## config.mk

```make
export PLATFORM = sky130hd
export DESIGN_NAME = vp_centroid
export DESIGN_NICKNAME = d
export VERILOG_FILES = /design/src/rtl/vp_centroid.sv
export SDC_FILE = /design/constraint.sdc
export NUM_CORES = 1
export LEC_CHECK = 0
export ABC_AREA = 0
export CAP_MARGIN = 20
export CORE_MARGIN = 5
export CORE_UTILIZATION = 60
export CTS_BUF_LIST = sky130_fd_sc_hd__clkbuf_8
export DETAILED_ROUTE_END_ITERATION = 12
export GPL_TIMING_DRIVEN = 1
export PLACE_DENSITY = 0.88
export SYNTH_ARGS = -nofsm -noshare
export SYNTH_HDL_FRONTEND = slang
export SYNTH_SLANG_ARGS = --single-unit
export TNS_END_PERCENT = 20
```

## constraint.sdc

```tcl
create_clock -name clk -period 6.3 [get_ports clk]
set_clock_uncertainty 0.2 [all_clocks]
set_input_delay 1.26 -clock clk [delete_from_list [all_inputs] [get_ports clk]]
set_output_delay 1.26 -clock clk [all_outputs]
set_load 0.005 [all_outputs]
```

## src/rtl/vp_centroid.sv

```systemverilog
// Object centroid tracker: sums mask-pixel coordinates over a frame, divides at frame end,
// publishes the centroid and draws a cross marker at it on the passing video.
module vp_centroid #(
    parameter int          H_SIZE       = 1280,
    parameter int          V_SIZE       = 720,
    parameter int          COORD_W      = 11,
    parameter int          SUM_W        = 32,
    parameter int          CNT_W        = 21,
    parameter int          MARKER_HALF  = 8,
    parameter logic [23:0] MARKER_COLOR = 24'hFF0000
) (
    input  logic               clk,
    input  logic               rst_n,
    input  logic [23:0]        pixel_in,
    input  logic               de_in,
    input  logic               h_sync_in,
    input  logic               v_sync_in,
    output logic [23:0]        pixel_out,
    output logic               de_out,
    output logic               h_sync_out,
    output logic               v_sync_out,
    output logic [COORD_W-1:0] x_c,
    output logic [COORD_W-1:0] y_c,
    output logic               c_found,
    output logic               c_valid
);

    localparam int                 BIT_W  = $clog2(SUM_W);
    localparam logic [COORD_W-1:0] X_MAX  = COORD_W'(H_SIZE - 1);
    localparam logic [COORD_W-1:0] Y_MAX  = COORD_W'(V_SIZE - 1);
    localparam logic [COORD_W:0]   HALF_C = (COORD_W + 1)'(MARKER_HALF);
    localparam logic [BIT_W-1:0]   LAST_BIT = BIT_W'(SUM_W - 1);

    typedef enum logic [2:0] {IDLE, CHECK, DIV_X, DIV_Y, DONE} state_e;

    // Video pipeline and position tracking
    logic [23:0]        pixel_q;
    logic               de_q, hs_q, vs_q;
    logic [COORD_W-1:0] x_q, y_q, x_d, y_d;

    // Accumulation and frame snapshot
    logic [SUM_W-1:0]   sum_x_q, sum_y_q, snap_sx_q, snap_sy_q;
    logic [CNT_W-1:0]   cnt_q, snap_cnt_q;
    logic               armed_q;

    // Divider FSM and results
    state_e             state_q;
    logic [SUM_W-1:0]   div_num_q;
    logic [CNT_W-1:0]   div_rem_q;
    logic [BIT_W-1:0]   bit_q;
    logic [COORD_W-1:0] quo_x_q, x_c_q, y_c_q;
    logic               c_found_q, c_valid_q;

    logic de_fall, vs_rise, frame_end;
    assign de_fall   = de_q & ~de_in;
    assign vs_rise   = v_sync_in & ~vs_q;
    // A partial frame seen after reset is never reported; the first vsync edge only arms.
    assign frame_end = vs_rise & armed_q;

    always_comb begin
        // NOTE: defaults first so every path assigns both outputs; otherwise latches are inferred.
        x_d = x_q;
        y_d = y_q;
        if (vs_rise) begin
            x_d = '0;
            y_d = '0;
        end else if (de_in) begin
            x_d = (x_q == X_MAX) ? x_q : x_q + COORD_W'(1);
        end else if (de_fall) begin
            x_d = '0;
            y_d = (y_q == Y_MAX) ? y_q : y_q + COORD_W'(1);
        end
    end

    logic signed [COORD_W:0] dx, dy;
    logic        [COORD_W:0] adx, ady;
    logic                    hit;
    assign dx  = $signed({1'b0, x_q}) - $signed({1'b0, x_c_q});
    assign dy  = $signed({1'b0, y_q}) - $signed({1'b0, y_c_q});
    assign adx = dx[COORD_W] ? $unsigned(-dx) : $unsigned(dx);
    assign ady = dy[COORD_W] ? $unsigned(-dy) : $unsigned(dy);
    assign hit = c_found_q & de_in &
                 (((x_q == x_c_q) && (ady <= HALF_C)) || ((y_q == y_c_q) && (adx <= HALF_C)));

    always_ff @(posedge clk or negedge rst_n) begin
        if (!rst_n) begin
            pixel_q <= '0;
            de_q    <= 1'b0;
            hs_q    <= 1'b0;
            vs_q    <= 1'b0;
            x_q     <= '0;
            y_q     <= '0;
        end else begin
            // NOTE: non-blocking so every register samples pre-edge values regardless of order.
            pixel_q <= hit ? MARKER_COLOR : pixel_in;
            de_q    <= de_in;
            hs_q    <= h_sync_in;
            vs_q    <= v_sync_in;
            x_q     <= x_d;
            y_q     <= y_d;
        end
    end

    always_ff @(posedge clk or negedge rst_n) begin
        if (!rst_n) begin
            sum_x_q    <= '0;
            sum_y_q    <= '0;
            cnt_q      <= '0;
            snap_sx_q  <= '0;
            snap_sy_q  <= '0;
            snap_cnt_q <= '0;
            armed_q    <= 1'b0;
        end else if (vs_rise) begin
            snap_sx_q  <= sum_x_q;
            snap_sy_q  <= sum_y_q;
            snap_cnt_q <= cnt_q;
            sum_x_q    <= '0;
            sum_y_q    <= '0;
            cnt_q      <= '0;
            armed_q    <= 1'b1;
        end else if (de_in && pixel_in[0]) begin
            sum_x_q <= sum_x_q + SUM_W'(x_q);
            sum_y_q <= sum_y_q + SUM_W'(y_q);
            cnt_q   <= cnt_q + CNT_W'(1);
        end
    end

    // One restoring-division step: shift in the next dividend bit, subtract if it fits.
    logic [CNT_W:0]   rem_sh;
    logic [CNT_W-1:0] rem_nx;
    logic [SUM_W-1:0] num_nx;
    logic             div_ge;
    assign rem_sh = {div_rem_q, div_num_q[SUM_W-1]};
    assign div_ge = rem_sh >= {1'b0, snap_cnt_q};
    assign rem_nx = div_ge ? (rem_sh[CNT_W-1:0] - snap_cnt_q) : rem_sh[CNT_W-1:0];
    assign num_nx = {div_num_q[SUM_W-2:0], div_ge};

    always_ff @(posedge clk or negedge rst_n) begin
        if (!rst_n) begin
            state_q   <= IDLE;
            div_num_q <= '0;
            div_rem_q <= '0;
            bit_q     <= '0;
            quo_x_q   <= '0;
            x_c_q     <= '0;
            y_c_q     <= '0;
            c_found_q <= 1'b0;
            c_valid_q <= 1'b0;
        end else begin
            c_valid_q <= 1'b0;
            if (frame_end) begin
                state_q <= CHECK;
            end else begin
                case (state_q)
                    IDLE: state_q <= IDLE;
                    CHECK: begin
                        if (snap_cnt_q == '0) begin
                            state_q <= DONE;
                        end else begin
                            div_num_q <= snap_sx_q;
                            div_rem_q <= '0;
                            bit_q     <= '0;
                            state_q   <= DIV_X;
                        end
                    end
                    DIV_X: begin
                        if (bit_q == LAST_BIT) begin
                            quo_x_q   <= num_nx[COORD_W-1:0];
                            div_num_q <= snap_sy_q;
                            div_rem_q <= '0;
                            bit_q     <= '0;
                            state_q   <= DIV_Y;
                        end else begin
                            div_num_q <= num_nx;
                            div_rem_q <= rem_nx;
                            bit_q     <= bit_q + BIT_W'(1);
                        end
                    end
                    DIV_Y: begin
                        div_num_q <= num_nx;
                        div_rem_q <= rem_nx;
                        bit_q     <= bit_q + BIT_W'(1);
                        if (bit_q == LAST_BIT) state_q <= DONE;
                    end
                    DONE: begin
                        if (snap_cnt_q != '0) begin
                            x_c_q     <= quo_x_q;
                            y_c_q     <= div_num_q[COORD_W-1:0];
                            c_found_q <= 1'b1;
                        end else begin
                            c_found_q <= 1'b0;
                        end
                        c_valid_q <= 1'b1;
                        state_q   <= IDLE;
                    end
                    default: state_q <= IDLE;
                endcase
            end
        end
    end

    assign pixel_out  = pixel_q;
    assign de_out     = de_q;
    assign h_sync_out = hs_q;
    assign v_sync_out = vs_q;
    assign x_c        = x_c_q;
    assign y_c        = y_c_q;
    assign c_found    = c_found_q;
    assign c_valid    = c_valid_q;

endmodule

```

==> flow_summary.yaml <==
clocking:
  ctsResizeCount: 0
  clock_latency_ns: 0.59
  cts_buffers: 51
  clk_path_buf_depth: 3
  cts.sinks: 316
  clk_pin_slew_worst_paths_ns: 0.06
  post_cts_buffers: 0
  cts_tree: "built"
  h-tree-depth: 2
  postCtsHoldBufs: 0
  root_buffer: "clkbuf_8"
synthesis:
  syn_inst: 1894
  ys_types: 70
  avgSynthCellArea_um2: 8.96
  ys.flop_type: "dfrtp_1"
  synth_top_area_cell: "dfrtp_1"
  yosysWarningCount: 0
  synth_edf_count: 0
  synth-xor-area-share_pct: 5.78
  syn-num-nets: 1998
  seq_area_frac_synth_pct: 46.6
  synth_compound_area_share_pct: 15.0
  synthTopCellsByArea: "dfrtp_1, nand2_1, ha_1"
  ys_async_sr_fraction_pct: 100
  yosys.area_share.simple_pct: 20.1
  synth_fa_ha_area_share_pct: 5.75
  synthMuxAreaShare_pct: 2.90
  synth_top_family_by_area: "simple AND/OR/NAND/NOR gates"
  ys_ff_latch: 316
  synthesis.area_um2: 17000
  synth_top_area_share_pct: 46.6
pwr:
  p_int_mw: 4.29
  combPwrFrac_pct: 40.1
  swShare_pct: 38.0
  ir_worst_vdd_mv: 0.218
  leakagePower_nw: 8.85
  cellPowerDensity_nw_per_um2: 362
  switchingPower_mw: 2.64
  seq_power_share_pct: 33.3
  p_clk_share_pct: 26.6
setup_path:
  worstSetupPathType: "register to register"
  crit_slowest_cell: "a31o_2"
  required_ns: 6.58
  crit_path_cell_trace: "inv_1 -> ha_1 -> inv_1 -> fa_1 -> a21o_1 -> a21o_1 -> a2111oi_1 -> o31ai_1 -> a2111oi_2 -> o31a_1 -> a31o_2 -> mux2_2 -> o31ai_1"
  crit_fanout: 31
  start_kind: "register"
  r2r_slack_ns: 1.53
  cp.arrival_ns: 5.05
  crit_buf_inv: 2
  cp_top_family: "compound AO/OA/AOI/OAI gates"
  end_kind: "register"
  slowest_delay_ns: 0.65
cells_and_area:
  register_area_um2: 7910
  drive_above_1_share_pct: 7.95
  fin_util_pct: 68.8
  nets: 2061
  fill_cells: 1988
  area_delta_synth_final_pct: 12.9
  diodes: 0
  multiInputGateArea_um2: 8450
floorplan:
  die_area_um2: 31700
  dieWidth_um: 178
  core_um2: 27900
  ios: 80
  die_y_um: 178
  initial_utilization_pct: 60.9
  rows: 61
drt:
  drcViolationCount: 0
  wirelength_um: 40600
  firstDrtPassIters: 6
  drtIter0Drc: 1241
  wl_per_cell_um: 17.1
  dr_total_vias: 14233
  ant_nets: 0
  routed_via_density: 5.99
global_route:
  antenna_found_initial: 0
  grt_use_total_pct: 26.2
  overflow: 0
  grt_max_degree: 130
  grt_pass1_vias: 14191
  grt_first_pass_wirelength_um: 68700
placed_design:
  globalplace.congestion: 0.893
  hpwl_um: 27000
  port_buffers: 79
sta:
  fin_crit_sh_pct: 75.7
  period_minus_slack_ns: 4.77
  fmaxAchievable_mhz: 210
  relSlewSlack_pct: 27.5
  worst_pin_slew_ns: 1.08
  setup_tns_ns: 0
  hold_viol_final: 0
  setup_viol: 0
  rsz0062_at_grt: "false"
  report.final.slew_viol_count: 0
worst_hold_path:
  hold_class: "register to register"
run:
  max_cap_violations: 0
outcome:
  status: "complete, no violations"
-- worst reg2reg max path, stage by stage (launching register included) --
cell       delay (ns)
dfrtp_1          0.38
inv_1            0.08
ha_1             0.14
inv_1            0.07
fa_1             0.43
a21o_1           0.21
a21o_1           0.21
a2111oi_1        0.62
o31ai_1          0.25
a2111oi_2        0.53
o31a_1           0.26
a31o_2           0.66
mux2_2           0.43
o31ai_1          0.20
-- cells in the mapped netlist, drive strengths merged (5+ instances only) --
library cell / number
a2111oi: 5
a211oi: 10
a21o: 17
a21oi: 156
a221o: 9
a221oi: 19
a311oi: 5
a31o: 5
a31oi: 8
and2: 11
and3: 20
and4: 6
buf: 7
clkbuf: 75
dfrtp: 316
fa: 5
ha: 70
inv: 86
mux2: 33
mux2i: 12
nand2: 438
nand2b: 11
nand3: 40
nand4: 30
nor2: 117
nor2b: 13
nor3: 21
nor4: 8
o21ai: 106
o21bai: 10
o22ai: 6
o311ai: 8
o31ai: 18
or2: 8
or3: 23
or4: 11
xnor2: 43
xor2: 69
-- stage by stage --
step | area (um2) | std cells | setup WS (ns) | hold slack (ns) | total power [mW]
4_1_cts | 19100 | 2376 | 1.62 | 0.278 | 6.90
6_report | 19200 | 2377 | 1.53 | 0.279 | 6.93
3_5_place_dp | 18100 | 2281 | 1.70 | 0.262 | 5.05
3_3_place_gp | 18100 | 2281 | 1.88 | 0.258 | 4.91
5_1_grt | 19200 | 2377 | 1.27 | 0.294 | 7.35
2_1_floorplan | 17000 | 1894 | 2.47 | 0.238 | 4.42
-- metal layers --
| metal | share of wire (%) | up-vias | wire, um | GRT usage (%) |
|---|---|---|---|---|
| li1 | - | 6683 | - | - |
| met3 | 6.5 | 109 | 2660 | 4.64 |
| met1 | 42 | 6924 | 17200 | 34.7 |
| met2 | 48 | 517 | 19400 | 43.2 |
| met4 | 3.3 | 0 | 1340 | 10.1 |
| met5 | 0 | - | 0 | 0 |
-- placed cells by master (no fill, tap or decap), drive strengths merged, types with 13 or more instances in the layout --
cell	count
nand4	30
or3	23
nor2	117
nand2	438
buf	14
inv	98
o21ai	106
nor2b	13
mux2	33
a21o	17
a221oi	19
and3	20
clkinv	13
clkbuf	65
nor3	21
xor2	69
ha	70
dfrtp	316
a21oi	156
xnor2	43
nand3	40
clkdlybuf4s50	78
o31ai	18
-- logic make-up (layout without fill, tap and decap cells) --
family / count (synthesis) / count (layout)
flip-flops: 316 / 316
adder cells (fa/ha/maj): 75 / 75
AO/OA/AOI/OAI: 408 / 408
AND/OR/NAND/NOR: 770 / 770
XOR/XNOR: 112 / 112
buffers and inverters: 168 / 273
multiplexers: 45 / 45
-- area by class of cell --
cell class | count | area share [%]
multi-input combinational | 1410 | 44.1
sequential | 316 | 41.3
timing repair buffer | 92 | 4.75
clock buffer | 65 | 4.67
tap | 378 | 2.47
inverter | 86 | 1.69
clock inverter | 30 | 1.01
-- power by group through the flow --
stage               Clock (mW)  Combinational (mW)  Sequential, mW
floorplan                    0                2.12            2.30
global placement             0                2.58            2.33
detailed placement           0                2.71            2.34
CTS                       1.86                2.73            2.31
global route              1.98                3.05            2.33
finish                    1.84                2.77            2.31
-- worst paths after layout --
| path | from | to | cells past startpoint |
|---|---|---|---|
| setup / recovery | div_num_q[31]$_DFFE_PN0P_ | div_rem_q[0]$_DFFE_PN0P_ | 13 |
| hold / removal | snap_sy_q[2]$_DFFE_PN0P_ | snap_sy_q[2]$_DFFE_PN0P_ | 2 |
| setup reg to reg | div_num_q[31]$_DFFE_PN0P_ | div_rem_q[0]$_DFFE_PN0P_ | 13 |
| hold reg to reg | snap_sy_q[2]$_DFFE_PN0P_ | snap_sy_q[2]$_DFFE_PN0P_ | 2 |
| max in group asynchronous | rst_n | div_num_q[20]$_DFFE_PN0P_ | 2 |
| min in group asynchronous | rst_n | h_sync_out$_DFF_PN0_ | 1 |
-- state kept, by name (all words and copies together), names as in the netlist, 3 cells and up --
register and cells:
x_c 11, bit_q 5, cnt_q 21, y_c 11, snap_sy_q 32, div_rem_q 21
snap_cnt_q 21, sum_x_q 32, sum_y_q 32, div_num_q 32, state_q 3, quo_x_q 11
y_q 11, pixel_out 24, snap_sx_q 32, x_q 11
Power figures use the tool's default switching activity.
